--- config.mk ---
export PLATFORM = sky130hd
export DESIGN_NAME = spi_slave_responder
export DESIGN_NICKNAME = d
export VERILOG_FILES = /design/src/rtl/spi_pkg.sv /design/src/rtl/spi_sync_edge.sv /design/src/rtl/spi_slave_responder.sv
export SDC_FILE = /design/constraint.sdc
export NUM_CORES = 1
export LEC_CHECK = 0
export CORE_MARGIN = 2
export CORE_UTILIZATION = 47
export DETAILED_ROUTE_END_ITERATION = 7
export PLACE_DENSITY_LB_ADDON = 0.08
export REMOVE_ABC_BUFFERS = 1
export SYNTH_ARGS = -nofsm -noshare
export SYNTH_HDL_FRONTEND = slang
export SYNTH_SLANG_ARGS = --single-unit
--- constraint.sdc ---
create_clock -name clk_50 -period 1.4 [get_ports clk_50]
set_input_delay 0.14 -clock clk_50 [delete_from_list [all_inputs] [get_ports clk_50]]
set_output_delay 0.14 -clock clk_50 [all_outputs]
set_load 0.01 [all_outputs]
--- src/rtl/spi_pkg.sv ---
// Shared constants and state encoding for the SPI responder.
package spi_pkg;

  localparam int SPI_BYTE_W      = 8;
  localparam int MIN_HALF_PERIOD = 4;

  typedef enum logic {
    ST_IDLE   = 1'b0,
    ST_ACTIVE = 1'b1
  } spi_state_e;

endpackage

--- src/rtl/spi_sync_edge.sv ---
// Synchroniser for an asynchronous pin plus single-cycle rise/fall pulses.
// Edges are taken between the last sync stage and one extra history flop.
module spi_sync_edge #(
  parameter int SYNC_STAGES = 2
) (
  input  logic clk_i,
  input  logic rst_n_i,
  input  logic d_i,
  output logic rise_o,
  output logic fall_o
);

  logic [SYNC_STAGES:0] chain_q;

  always_ff @(posedge clk_i or negedge rst_n_i) begin
    if (!rst_n_i) begin
      chain_q <= '0;
    end else begin
      chain_q <= {chain_q[SYNC_STAGES-1:0], d_i};
    end
  end

  assign rise_o =  chain_q[SYNC_STAGES-1] & ~chain_q[SYNC_STAGES];
  assign fall_o = ~chain_q[SYNC_STAGES-1] &  chain_q[SYNC_STAGES];

endmodule

--- src/rtl/spi_slave_responder.sv ---
// SPI mode-0 responder with nRF24L01-style framing (status byte shifted out first).
// Optional frame-error pulse on a short frame: define SPI_RESP_FRAME_ERR_EN.
module spi_slave_responder
  import spi_pkg::*;
#(
  parameter int SYNC_STAGES = 2,
  parameter int DATA_W      = SPI_BYTE_W
) (
  input  logic              clk_50,
  input  logic              rst_n,
  input  logic              spi_sck,
  input  logic              spi_csn,
  input  logic              spi_mosi,
  output logic              spi_miso,
  input  logic [DATA_W-1:0] status_in,
  input  logic [DATA_W-1:0] tx_data,
  output logic              tx_req,
  output logic [DATA_W-1:0] rx_data,
  output logic              rx_valid,
  output logic              rx_first,
  output logic              busy
`ifdef SPI_RESP_FRAME_ERR_EN
  ,
  output logic              frame_err
`endif
);

  localparam int CNT_W = $clog2(DATA_W);

  logic sck_rise, sck_fall, csn_rise, csn_fall, mosi_s;
  logic [SYNC_STAGES-1:0] mosi_sync_q;

  spi_state_e        state_q, state_d;
  logic [CNT_W-1:0]  bit_cnt_q, bit_cnt_d;
  logic              first_q, first_d;
  logic              load_pend_q, load_pend_d;
  logic [DATA_W-1:0] tx_shift_q, tx_shift_d;
  logic [DATA_W-2:0] rx_shift_q, rx_shift_d;
  logic [DATA_W-1:0] rx_data_q, rx_data_d;
  logic              miso_q, miso_d;
  logic              rx_valid_q, rx_valid_d;
  logic              rx_first_q, rx_first_d;
  logic              tx_req_q, tx_req_d;
`ifdef SPI_RESP_FRAME_ERR_EN
  logic              frame_err_q, frame_err_d;
`endif

  spi_sync_edge #(.SYNC_STAGES(SYNC_STAGES)) u_sck_sync (
    .clk_i(clk_50), .rst_n_i(rst_n), .d_i(spi_sck), .rise_o(sck_rise), .fall_o(sck_fall)
  );

  spi_sync_edge #(.SYNC_STAGES(SYNC_STAGES)) u_csn_sync (
    .clk_i(clk_50), .rst_n_i(rst_n), .d_i(spi_csn), .rise_o(csn_rise), .fall_o(csn_fall)
  );

  // MOSI shares the SCK delay so it lines up with the detected rising edge.
  always_ff @(posedge clk_50 or negedge rst_n) begin
    if (!rst_n) begin
      mosi_sync_q <= '0;
    end else begin
      mosi_sync_q <= {mosi_sync_q[SYNC_STAGES-2:0], spi_mosi};
    end
  end
  assign mosi_s = mosi_sync_q[SYNC_STAGES-1];

  always_ff @(posedge clk_50 or negedge rst_n) begin
    if (!rst_n) begin
      state_q     <= ST_IDLE;
      bit_cnt_q   <= '0;
      first_q     <= 1'b0;
      load_pend_q <= 1'b0;
      tx_shift_q  <= '0;
      rx_shift_q  <= '0;
      rx_data_q   <= '0;
      miso_q      <= 1'b0;
      rx_valid_q  <= 1'b0;
      rx_first_q  <= 1'b0;
      tx_req_q    <= 1'b0;
`ifdef SPI_RESP_FRAME_ERR_EN
      frame_err_q <= 1'b0;
`endif
    end else begin
      state_q     <= state_d;
      bit_cnt_q   <= bit_cnt_d;
      first_q     <= first_d;
      load_pend_q <= load_pend_d;
      tx_shift_q  <= tx_shift_d;
      rx_shift_q  <= rx_shift_d;
      rx_data_q   <= rx_data_d;
      miso_q      <= miso_d;
      rx_valid_q  <= rx_valid_d;
      rx_first_q  <= rx_first_d;
      tx_req_q    <= tx_req_d;
`ifdef SPI_RESP_FRAME_ERR_EN
      frame_err_q <= frame_err_d;
`endif
    end
  end

  always_comb begin
    state_d     = state_q;
    bit_cnt_d   = bit_cnt_q;
    first_d     = first_q;
    load_pend_d = load_pend_q;
    tx_shift_d  = tx_shift_q;
    rx_shift_d  = rx_shift_q;
    rx_data_d   = rx_data_q;
    miso_d      = miso_q;
    rx_valid_d  = 1'b0;
    rx_first_d  = 1'b0;
    tx_req_d    = 1'b0;
`ifdef SPI_RESP_FRAME_ERR_EN
    frame_err_d = 1'b0;
`endif
    case (state_q)
      ST_IDLE: begin
        if (csn_fall) begin
          state_d     = ST_ACTIVE;
          tx_shift_d  = status_in;
          miso_d      = status_in[DATA_W-1];
          bit_cnt_d   = '0;
          first_d     = 1'b1;
          load_pend_d = 1'b0;
        end
      end
      ST_ACTIVE: begin
        // CSN has priority; a coincident SCK edge is dropped.
        if (csn_rise) begin
          state_d     = ST_IDLE;
          miso_d      = 1'b0;
          load_pend_d = 1'b0;
          bit_cnt_d   = '0;
`ifdef SPI_RESP_FRAME_ERR_EN
          frame_err_d = (bit_cnt_q != '0);
`endif
        end else if (sck_rise) begin
          if (bit_cnt_q == CNT_W'(DATA_W-1)) begin
            bit_cnt_d   = '0;
            rx_data_d   = {rx_shift_q, mosi_s};
            rx_valid_d  = 1'b1;
            rx_first_d  = first_q;
            tx_req_d    = 1'b1;
            first_d     = 1'b0;
            load_pend_d = 1'b1;
          end else begin
            bit_cnt_d   = bit_cnt_q + CNT_W'(1);
          end
          rx_shift_d = {rx_shift_q[DATA_W-3:0], mosi_s};
        end else if (sck_fall) begin
          if (load_pend_q) begin
            tx_shift_d  = tx_data;
            miso_d      = tx_data[DATA_W-1];
            load_pend_d = 1'b0;
          end else begin
            tx_shift_d = {tx_shift_q[DATA_W-2:0], tx_shift_q[DATA_W-1]};
            miso_d     = tx_shift_q[DATA_W-2];
          end
        end
      end
      default: state_d = ST_IDLE;
    endcase
  end

  assign spi_miso = miso_q;
  assign rx_data  = rx_data_q;
  assign rx_valid = rx_valid_q;
  assign rx_first = rx_first_q;
  assign tx_req   = tx_req_q;
  assign busy     = (state_q == ST_ACTIVE);
`ifdef SPI_RESP_FRAME_ERR_EN
  assign frame_err = frame_err_q;
`endif

endmodule
# Word level (Yosys, flattened, before mapping)
# Index checks and enable logic that the tools add are counted.
[totals]
reg_bits = 40
word_cells = 82
out_inout_bits = 13
in_bits = 21
[op_classes]
n_addsub = 1
eq_ne = 12
reduce_logical = 7
n_mux = 39
bitwise = 10
[ops]
columns = ["cell", "count"]
rows = [
  ["8-bit two-way mux", 5],
  ["1-bit two-way mux", 24],
  ["8-bit one-hot mux with 2 select lines", 1],
  ["3-bit two-way mux", 4],
  ["4-bit AND reduction", 3],
  ["2-bit inequality test (second input constant)", 5],
  ["3-bit inequality test (second input constant)", 3],
  ["3-bit AND reduction", 3],
  ["1-bit one-hot mux with 2 select lines", 4],
  ["1-bit inverter", 6],
  ["3-bit one-hot mux with 2 select lines", 1],
  ["1-bit AND", 4],
  ["4-bit by 3-bit inequality test with 1-bit output (second input constant)", 1],
  ["4-bit inequality test (second input constant)", 1],
  ["3-bit by 1-bit adder with 3-bit output (second input constant)", 1],
  ["3-bit == test (second input constant)", 1],
  ["2-bit by 1-bit inequality test with 1-bit output (second input constant)", 1],
  ["2-bit AND reduction", 1],
]

# Logic depth before layout (Yosys ltp)
[depth]
depth_word = 6
mapped_depth = 5
depth_no_buf = 4

# Hierarchy
# From an unflattened synthesis, not the netlist that was laid out.
[hier_totals]
cells_unflattened = 119
hier_area_um2 = 1701.6
[modules_own_cells]
columns = ["module", "cells_each", "area_each_um2", "n_inst"]
rows = [
  ["spi_slave_responder", 109, 1521.5, 1],
  ["spi_sync_edge", 5, 90.1, 2],
]

# Worst setup path after synthesis
# Ideal clock, no wire load.
[synth_timing]
path_type = "register -> register"
from = "reg bit_cnt_q[0]"
to = "reg rx_data_q[0], in the netlist rx_data[0]"
period_less_slack_ps = 1398
arrival_ps = 1274
required_ps = 1275
path_slack_ps = 2
n_path_buf = 0
path_stages_with_launch = 5
cell_sequence = "dfrtp_1 -> ha_1 -> ha_1 -> nand4_4 -> mux2_2"
[synth_via]
elab_chain_cells = 2
[synth_rtl]
columns = ["element", "line", "rtl"]
rows = [
  ["start: declaration", "spi_slave_responder.sv:34", "logic [CNT_W-1:0] bit_cnt_q, bit_cnt_d;"],
  ["start signal: assignment", "spi_slave_responder.sv:84", "bit_cnt_q <= bit_cnt_d;"],
  ["3-bit == test", "spi_slave_responder.sv:137", "if (bit_cnt_q == CNT_W'(DATA_W-1)) begin"],
  ["4-bit AND reduction (no line)", "-", ""],
  ["end signal: assignment", "spi_slave_responder.sv:89", "rx_data_q <= rx_data_d;"],
  ["end: declaration", "spi_slave_responder.sv:39", "logic [DATA_W-1:0] rx_data_q, rx_data_d;"],
]
# No other way between the ends.
# A chain may end at the register's enable or synchronous reset.

# Final worst setup path
[layout_timing]
from = "reg bit_cnt_q[0]"
to = "reg rx_data_q[5], in the netlist rx_data[5]"
# The elaborated chain is that of the path after synthesis.

==> results_dict.tcl <==
set metrics [dict create \
    fin_crit_ps 1360 \
    grt_max_degree 41 \
    p_leak_nw 1.10 \
    peakVddDrop_uv 849 \
    required_ps 1580 \
    drv_slew 0 \
    first_global_vias 1402 \
    crit_cells 4 \
    fin_nets 227 \
    worst_slack_ps 44.5 \
    slowest_stage "dfrtp_1" \
    setup_viol 0 \
    fin_worst_skew_ps 6.26 \
    fin_util_pct 63.7 \
    vias_per_cell 5.67 \
    cts_tree "done" \
    dieArea_um2 4620 \
    synthFlopType "dfrtp_1" \
    r2r_cells 4 \
    outcome "finished clean" \
    syn_inst 160 \
    antenna_found_initial 0 \
    grt.total_usage_pct 21.5 \
    ios 34 \
    end_kind "flip-flop" \
    place.gp.congestion 0.791 \
    grt.overflow.total 0 \
    synth.top_cell.area_share_pct 52.0 \
    place_ws_ps -90.1 \
    antenna_cells 0 \
    drt_wl_total_um 4180 \
    grt_pass1_wl_um 7160 \
    layout_common_cells "dfrtp_1 (39), clkdlybuf4s50_1 (31), mux2_2 (23), buf_4 (15), nand3_1 (11)" \
    final_common_cell "dfrtp_1" \
    cts_root_buf "clkbuf_8" \
    netlist_area_um2 1920 \
    io_buffers 33 \
    power_density_nw_per_um2 1170 \
    p_total_mw 2.95 \
    start_kind "flip-flop" \
    area_delta_synth_final_pct 31.5 \
    drtIter0Drc 133 \
    crit_buf_inv 0 \
    final_cells 254 \
    clock_sinks 40 \
    r2r_setup_slack_ps 40 \
    clock_path_buffers 2 \
    synthArstFlopShare_pct 100 \
    hpwl_um 2650 \
    yosys_warnings 0 \
    numCtsBuffers 5 \
    clk_latency_ps 290 \
    yosysSeqAreaShare_pct 52.0 \
    avgRoutedWirePerCell_um 16.5 \
    hold_viol 0 \
    drive_gt1_share_pct 29.9 \
    dpl_cell_area_um2 2350 \
    fin_crit_sh_pct 96.8 \
    hold_depth 1 \
    die_h_um 68.0 \
    final_area_um2 2530 \
    cp.arrival_ps 1530 \
    fillCellCount 323 \
    dp.cells 243 \
    slew_headroom_pct 66.7 \
    die_w_um 68.0 \
    clock.fmax_mhz 738 \
    synth_edf_count 0 \
    synth_area_leaders "dfrtp_1 (52%), mux2_2 (13%), o221ai_1 (3.6%)" \
    ant_nets 0 \
    rows 23 \
    yosys.cell_types.count 32 \
    avgSynthCellArea_um2 12.0 \
    ys_ff_latch 40 \
    crit_family "flip-flops" \
    drc 0 \
    htree_levels 2 \
    dr.pass1.iters 4 \
    criticalPathCategory "reg2reg" \
    max-cap-violations 0 \
    via_count 1441 \
    path_max_fanout 5 \
    path_cells "ha_4 > ha_4 > nand4_4 > mux2_2" \
    clk_pin_slew_ps 70 \
    fp.coreArea_um2 3970 \
    slowest_delay_ps 410 \
    yosysTopAreaCell "dfrtp_1" \
    start_util_pct 48.5 \
    hold_path_class "in2reg" \
    rsz0062_at_grt "no" \
    path_common_cell "ha_4" \
    worstMarginPinSlew_ps 499 \
]
-- worst register-to-register path, cell delays in order (launching register included) --
cell and delay, ps:
dfrtp_1 410, ha_4 190, ha_4 180, nand4_4 100
mux2_2 360
-- cells by family (layout without fill, tap and decap cells) --
family                   after synthesis  after routing  share of synthesized area (%)
AND/OR/NAND/NOR                       43             44                           15.3
AO/OA/AOI/OAI                         32             32                           11.6
adder cells (fa/ha/maj)                3              3                           1.95
flip-flops                            40             40                           52.0
buffers and inverters                 18             61                           5.14
multiplexers                          24             24                           14.0
-- layer usage --
metal  routed length [um]  GRT usage [%]  up-vias
met3                  213           5.43        5
met1                 1880           30.6      721
met4                   60           8.25        0
li1                     -              -      674
met5                    0              0        -
met2                 2020           31.7       41
-- repair_timing --
action	in CTS	in global routing
setup buffers	0	1
hold endpoints to repair	40	0
setup endpoints to repair	9	10
hold buffers	1	0
gates cloned	1	0
pin swaps	1	0
resized for setup	6	5
-- per-stage QoR --
| stage | TNS, ps | hold WS, ps |
|---|---|---|
| final | 0 | 279 |
| after global routing | 0 | 275 |
| after CTS | 0 | 270 |
| after detailed placement | -596 | 225 |
| after global placement | -236 | 221 |
| after floorplan | -4750 | -156 |
-- sequential cells by signal, indices dropped and copies added, names as in the netlist, 2 cells and up --
| signal | cells |
|---|---|
| rx_data | 8 |
| u_csn_sync.chain_q | 3 |
| tx_shift_q | 8 |
| bit_cnt_q | 3 |
| rx_shift_q | 7 |
| u_sck_sync.chain_q | 3 |
| mosi_sync_q | 2 |
-- synthesized netlist by cell type (2+ instances only) --
master,number
mux2_2,23
o221ai_1,8
nand2_1,9
nand2b_1,2
nor2_1,5
buf_2,7
nand3_1,11
a31oi_1,8
a211oi_1,2
buf_4,4
a21boi_0,2
and4bb_2,4
ha_1,3
o21ai_0,4
clkbuf_1,3
inv_1,3
dfrtp_1,40
nor4bb_1,4
a21oi_1,4
and2b_1,2
-- power by group --
part | switching, mW | internal (mW) | total [mW]
combinational | 0.249 | 0.335 | 0.584
clock | 0.388 | 0.529 | 0.917
sequential | 0.127 | 1.33 | 1.45
total | 0.765 | 2.19 | 2.95
-- cell type report --
| cell class | count | area (um2) | area share [%] |
|---|---|---|---|
| well taps | 50 | 62.6 | 2.47 |
| flip-flops and latches | 40 | 1000 | 39.6 |
| multi-input cells | 103 | 880 | 34.8 |
| inverters | 3 | 11.3 | 0.445 |
| repair buffers | 50 | 467 | 18.4 |
| clock inverters | 2 | 35.0 | 1.38 |
| clock buffers | 6 | 72.6 | 2.87 |
-- worst paths after layout --
| path | startpoint | to |
|---|---|---|
| hold reg to reg | mosi_sync_q[0]$_DFF_PN0_ | mosi_sync_q[1]$_DFF_PN0_ |
| min in group asynchronous | rst_n | tx_shift_q[2]$_DFFE_PN0P_ |
| setup reg to reg | bit_cnt_q[0]$_DFFE_PN0P_ | rx_data[5]$_DFFE_PN0P_ |
| max in group asynchronous | rst_n | load_pend_q$_DFFE_PN0P_ |
| setup / recovery | bit_cnt_q[0]$_DFFE_PN0P_ | rx_data[5]$_DFFE_PN0P_ |
| hold / removal | spi_csn | u_csn_sync.chain_q[0]$_DFF_PN0_ |
(Power assumes the default switching activity.)
==> edit 1: new RTL, config.mk and constraints unchanged <==
Add an input register stage for `spi_sck`, `spi_csn`, `spi_mosi`, `status_in` and `tx_data`, with the module's reset; this delays them by one clock.
--- a/src/rtl/spi_slave_responder.sv
+++ b/src/rtl/spi_slave_responder.sv
@@ -27,6 +27,28 @@
 
   localparam int CNT_W = $clog2(DATA_W);
 
+  logic spi_sck_q;
+  logic spi_csn_q;
+  logic spi_mosi_q;
+  logic [DATA_W-1:0] status_q;
+  logic [DATA_W-1:0] tx_data_q;
+
+  always_ff @(posedge clk_50 or negedge rst_n) begin
+    if (!rst_n) begin
+      spi_sck_q  <= '0;
+      spi_csn_q  <= '0;
+      spi_mosi_q <= '0;
+      status_q   <= '0;
+      tx_data_q  <= '0;
+    end else begin
+      spi_sck_q  <= spi_sck;
+      spi_csn_q  <= spi_csn;
+      spi_mosi_q <= spi_mosi;
+      status_q   <= status_in;
+      tx_data_q  <= tx_data;
+    end
+  end
+
   logic sck_rise, sck_fall, csn_rise, csn_fall, mosi_s;
   logic [SYNC_STAGES-1:0] mosi_sync_q;
 
@@ -46,11 +68,11 @@
 `endif
 
   spi_sync_edge #(.SYNC_STAGES(SYNC_STAGES)) u_sck_sync (
-    .clk_i(clk_50), .rst_n_i(rst_n), .d_i(spi_sck), .rise_o(sck_rise), .fall_o(sck_fall)
+    .clk_i(clk_50), .rst_n_i(rst_n), .d_i(spi_sck_q), .rise_o(sck_rise), .fall_o(sck_fall)
   );
 
   spi_sync_edge #(.SYNC_STAGES(SYNC_STAGES)) u_csn_sync (
-    .clk_i(clk_50), .rst_n_i(rst_n), .d_i(spi_csn), .rise_o(csn_rise), .fall_o(csn_fall)
+    .clk_i(clk_50), .rst_n_i(rst_n), .d_i(spi_csn_q), .rise_o(csn_rise), .fall_o(csn_fall)
   );
 
   // MOSI shares the SCK delay so it lines up with the detected rising edge.
@@ -58,7 +80,7 @@
     if (!rst_n) begin
       mosi_sync_q <= '0;
     end else begin
-      mosi_sync_q <= {mosi_sync_q[SYNC_STAGES-2:0], spi_mosi};
+      mosi_sync_q <= {mosi_sync_q[SYNC_STAGES-2:0], spi_mosi_q};
     end
   end
   assign mosi_s = mosi_sync_q[SYNC_STAGES-1];
@@ -116,8 +138,8 @@
       ST_IDLE: begin
         if (csn_fall) begin
           state_d     = ST_ACTIVE;
-          tx_shift_d  = status_in;
-          miso_d      = status_in[DATA_W-1];
+          tx_shift_d  = status_q;
+          miso_d      = status_q[DATA_W-1];
           bit_cnt_d   = '0;
           first_d     = 1'b1;
           load_pend_d = 1'b0;
@@ -148,8 +170,8 @@
           rx_shift_d = {rx_shift_q[DATA_W-3:0], mosi_s};
         end else if (sck_fall) begin
           if (load_pend_q) begin
-            tx_shift_d  = tx_data;
-            miso_d      = tx_data[DATA_W-1];
+            tx_shift_d  = tx_data_q;
+            miso_d      = tx_data_q[DATA_W-1];
             load_pend_d = 1'b0;
           end else begin
             tx_shift_d = {tx_shift_q[DATA_W-2:0], tx_shift_q[DATA_W-1]};
Function: changed (a bounded check fails within 10 cycles, from zero or initial values and one cycle with rst_n low).
==> edit 1 against the unedited design <==
Total power is 50% higher; synthesized area rose by 22%; first-iteration DRC count is 16% lower; sequential cell count rose by 19; wire length grew 8.7%; final area rose by 25%; setup slack got worse by 13 ps; clock skew rose by 2.8 ps; critical path type is now register to primary output; critical endpoint is now rx_data[5].
==> edit 1: results (changes against the unedited design) <==
| Metric | Value |
|---|---|
| Metal3 WL | 215 um (was 213 um) |
| Starting DRT DRC Count | 112 (was 133) |
| Initial antenna violation count | 0 (unchanged) |
| WL met1 | 1.93 mm (was 1.88 mm) |
| Max stage delay on crit path | 540 ps (was 410 ps) |
| Post-Synth Adder-Cell Area | 1.60% (was 1.95%) |
| WP data arrival | 1230 ps (was 1530 ps) |
| Compound-Gate Fraction of Synth Area | 7.27% (was 11.6%) |
| Seq/Total Area, Yosys | 63.1% (was 52.0%) |
| Top post-synthesis cells by count | 59 x dfrtp_1, 23 x mux2_2, 13 x nand3_1 (was 40 x dfrtp_1, 23 x mux2_2, 11 x nand3_1) |
| First-pass GRT wire length | 7.53 mm (was 7.16 mm) |
| Slowest cell on crit path | clkdlybuf4s50_1 (was dfrtp_1) |
| Layout cells sized above 1 | 30.6% (was 29.9%) |
| Final HPWL DP | 2.93 mm (was 2.65 mm) |
| Worst skew pair latency | 340 ps (was 290 ps) |
| Skew final | 9.04 ps (was 6.26 ps) |
| GP Congestion | 0.736 (was 0.791) |
| Post-synthesis cell type count | 27 (was 32) |
| Placed cells | 278 (was 243) |
| DR WL met2 | 2.28 mm (was 2.02 mm) |
| CTS H-tree lvls | 3 (was 2) |
| Status | finished, final reports clean (unchanged) |
| Leakage Power | 1.53 nW (was 1.10 nW) |
| GR Util All Layers | 19.0% (was 21.5%) |
| Total CTS buffers | 9 (was 5) |
| Relative slew slack | 76.4% (was 66.7%) |
| Synth top area cells | dfrtp_1 63%, mux2_2 11%, nor4bb_1 3.4% (was dfrtp_1 52%, mux2_2 13%, o221ai_1 3.6%) |
| Mux contribution to synthesized area | 12.8% (was 14.0%) |
| NumNets Final | 252 (was 227) |
| Via/cell ratio | 5.37 (was 5.67) |
| Worst path top cell family by delay | buffers and inverters (was flip-flops) |
| PortBufs | 33 (unchanged) |
| Max VDD drop | 0.948 mV (was 0.849 mV) |
| Crit Path Max Fanout | 2 (was 5) |
| Vias in the first global route | 1572 (was 1402) |
| Largest net degree at the start of global routing | 60 (was 41) |
| Final WL | 4.54 mm (was 4.18 mm) |
| Post-Syn Instances | 172 (was 160) |
## edit 1: changes by cell type after synthesis, sizes merged, moves of 3 or more
cell / before / now
nor4bb: 4 / 8
dfrtp: 40 / 59
and4bb: 4 / 0
mux2i: 1 / 4
## edit 1: per-stage QoR
step	power, mW	hold WS, ps	setup slack (ps)	util (%)	area (um^2)
finish	4.43	241	31.3	66.6	3170
global route	4.66	224	-8.98	66.6	3170
CTS	4.44	228	4.41	65.2	3100
detailed placement	2.62	165	-102	59.5	2830
global placement	2.58	162	-38.6	59.5	2830
floorplan	2.34	-156	-204	-	2260
## edit 1: power breakdown
part           total [mW]  switching (mW)  internal [mW]
logic               0.587           0.253          0.334
clock network        1.81           0.644           1.17
registers            2.03           0.132           1.90
total                4.43            1.03           3.40
## edit 1: timing repair
action                                  CTS  global route
hold buffers                              1             0
gates cloned                              1             0
pin swaps                                 1             0
endpoints found under the hold margin    59             0
gates resized for setup                   7            12
setup buffers                             0             4
endpoints found under the setup margin   10            24
## edit 1: layout make-up
cell class                 instances  area share, %
sequential                        59           46.7
tap                               67           2.65
clock inverter                     5           3.24
inverter                           3          0.474
multi-input combinational         98           25.9
clock buffer                      10           4.03
timing repair buffer              57           17.0
## edit 1: cell families after synthesis
logic type	after synthesis
flip-flops	59
AND/OR/NAND/NOR	43
multiplexers	27
AO/OA/AOI/OAI	24
buffers and inverters	16
adder cells (fa/ha/maj)	3
## edit 1: final timing paths
check / start / end / slack, ps / cells after the start
worst max-delay path: rx_data[5] / rx_data[5] / 30 / 1
worst min-delay path: status_in[7] / status_q[7] / 240 / 1
worst max register to register: bit_cnt_q[0] / rx_data[6] / 40 / 4
worst min register to register: spi_csn_q / u_csn_sync.chain_q[0] / 350 / 0
max in group asynchronous: rst_n / load_pend_q / 800 / 3
min in group asynchronous: rst_n / tx_data_q[0] / 330 / 3
## edit 1: per-layer routing
layer / vias to the layer above / GRT usage [%]
met5: - / 0
met4: 0 / 11.7
met3: 12 / 5.28
met2: 64 / 29.3
met1: 788 / 23.7
li1: 742 / -
==> edit 2: new RTL, config.mk and constraints unchanged <==
Made on the original files. Build with the macro `SPI_RESP_FRAME_ERR_EN` defined.
--- a/src/rtl/spi_slave_responder.sv
+++ b/src/rtl/spi_slave_responder.sv
@@ -1,5 +1,7 @@
 // SPI mode-0 responder with nRF24L01-style framing (status byte shifted out first).
 // Optional frame-error pulse on a short frame: define SPI_RESP_FRAME_ERR_EN.
+`define SPI_RESP_FRAME_ERR_EN
+
 module spi_slave_responder
   import spi_pkg::*;
 #(
Formal check against the unedited RTL (old outputs only; new: frame_err): equivalent (Yosys induction, for registers that start in step).
==> edit 2 against the unedited design <==
Total power decreased by 2.8%; synthesized area rose by 1.7%; setup slack gained 0.94 ps; wire length up 2.0%; core utilization grew 0.35 points; combinational power grew 2%; final area is 1.3% higher; sequential cell count up 1.
==> edit 2: results (changes against the unedited design) <==
| Metric | Value |
|---|---|
| Final setup margin | 45.5 ps (was 44.5 ps) |
| Layout cells sized above 1 | 29.9% (unchanged) |
| Routed WL per cell | 16.8 um (was 16.5 um) |
| Fillcell total | 326 (was 323) |
| Post-synthesis cell type count | 30 (was 32) |
| Slowest cell on crit path | dfrtp_1 (unchanged) |
| Min-delay worst type | input pin to register (unchanged) |
| Hold wc startpoint | spi_csn (unchanged) |
| Via/cell ratio | 5.63 (was 5.67) |
| Skew final | 7.76 ps (was 6.26 ps) |
| Hold slack | 285 ps (was 279 ps) |
| Total CTS buffers | 5 (unchanged) |
| WP data arrival | 1530 ps (about the same) |
| Average size of a mapped cell | 12.2 um^2 (was 12.0 um^2) |
| Starting DRT DRC Count | 84 (was 133) |
| GRT Residual Overflow | 0 (unchanged) |
| Worst skew pair latency | 290 ps (about the same) |
| Clock buffer depth | 2 (unchanged) |
| Placed cells | 244 (was 243) |
| CP endpoint | rx_data[1] (was rx_data[5]) |
| GR Util All Layers | 21.7% (was 21.5%) |
| Hold path depth | 1 (unchanged) |
| Vias in the first global route | 1455 (was 1402) |
| First-pass GRT wire length | 7.38 mm (was 7.16 mm) |
| Seq/Total Area, Yosys | 52.4% (was 52.0%) |
| Status | finished, final reports clean (unchanged) |
| Initial antenna violation count | 0 (unchanged) |
| Max VDD drop | 0.778 mV (was 0.849 mV) |
| Reg2Reg Launch Point | bit_cnt_q[0] (unchanged) |
| CTS H-tree lvls | 2 (unchanged) |
| Synth top area cells | dfrtp_1 52%, mux2_2 13%, o221ai_1 3.6% (unchanged) |
| Comb power frac | 20.8% (was 19.8%) |
| Leakage Power | 1.12 nW (was 1.10 nW) |
| Worst path top cell family by delay | flip-flops (unchanged) |
| Seq power | 1.48 mW |
| Crit Path Max Fanout | 5 (unchanged) |
| WHS Endpoint | u_csn_sync.chain_q[0] (unchanged) |
| Setup Buffers After CTS | 0 (unchanged) |
| NumNets Final | 228 (was 227) |
| Clock Tree Root | clkbuf_8 (unchanged) |
| Largest net degree at the start of global routing | 23 (was 41) |
| DP Area | 2400 um^2 (was 2350 um^2) |
| GP Congestion | 0.718 (was 0.791) |
| Top post-synthesis cells by count | 41 x dfrtp_1, 23 x mux2_2, 12 x nand3_1 (was 40 x dfrtp_1, 23 x mux2_2, 11 x nand3_1) |
| Slew of the pin with the lowest slew margin | 478 ps (was 499 ps) |
| Clock power share | 27.7% (was 31.0%) |
| Antenna cell count | 0 (unchanged) |
| Crit Path Class | register to register (unchanged) |
| Finished Layout Cells | 254 (unchanged) |
| FF-to-FF path depth | 4 (unchanged) |
| Max stage delay on crit path | 390 ps (was 410 ps) |
| PortBufs | 34 (was 33) |
| Switching share of power | 27.3% (was 25.9%) |
| Final HPWL DP | 2.87 mm (was 2.65 mm) |
| Setup slack at placement | -77.6 ps (was -90.1 ps) |
[edit 2: timing repair]
item / 4_1_cts / 5_1_grt
endpoints found under the setup margin: 17 / 19
endpoints found under the hold margin: 19 / 0
gates cloned: 1 / 0
gates resized for setup: 7 / 5
hold buffers: 1 / 0
[edit 2: cell type report]
class	instances	area, um^2	area share (%)
Inverter	4	15.0	0.586
Tap cell	50	62.6	2.44
Clock buffer	6	82.6	3.22
Multi-Input combinational cell	102	885	34.5
Sequential cell	41	1030	40.1
Timing Repair Buffer	49	477	18.6
Clock inverter	2	13.8	0.537
[edit 2: kinds of logic (layout without fill, tap and decap cells)]
group	Yosys count	in the layout	synth area share, %
compound gates	24	24	9.08
fa+ha+maj	4	4	2.56
buf+inv	18	61	4.92
flops	41	41	52.4
mux	27	27	15.3
simple gates	46	47	15.7
[edit 2: metal layers]
metal / share of wire, % / global-route usage, %
met1: 45 / 29.7
met2: 51 / 34.9
met3: 3.4 / 5.36
met4: 0.98 / 5.25
met5: 0 / 0
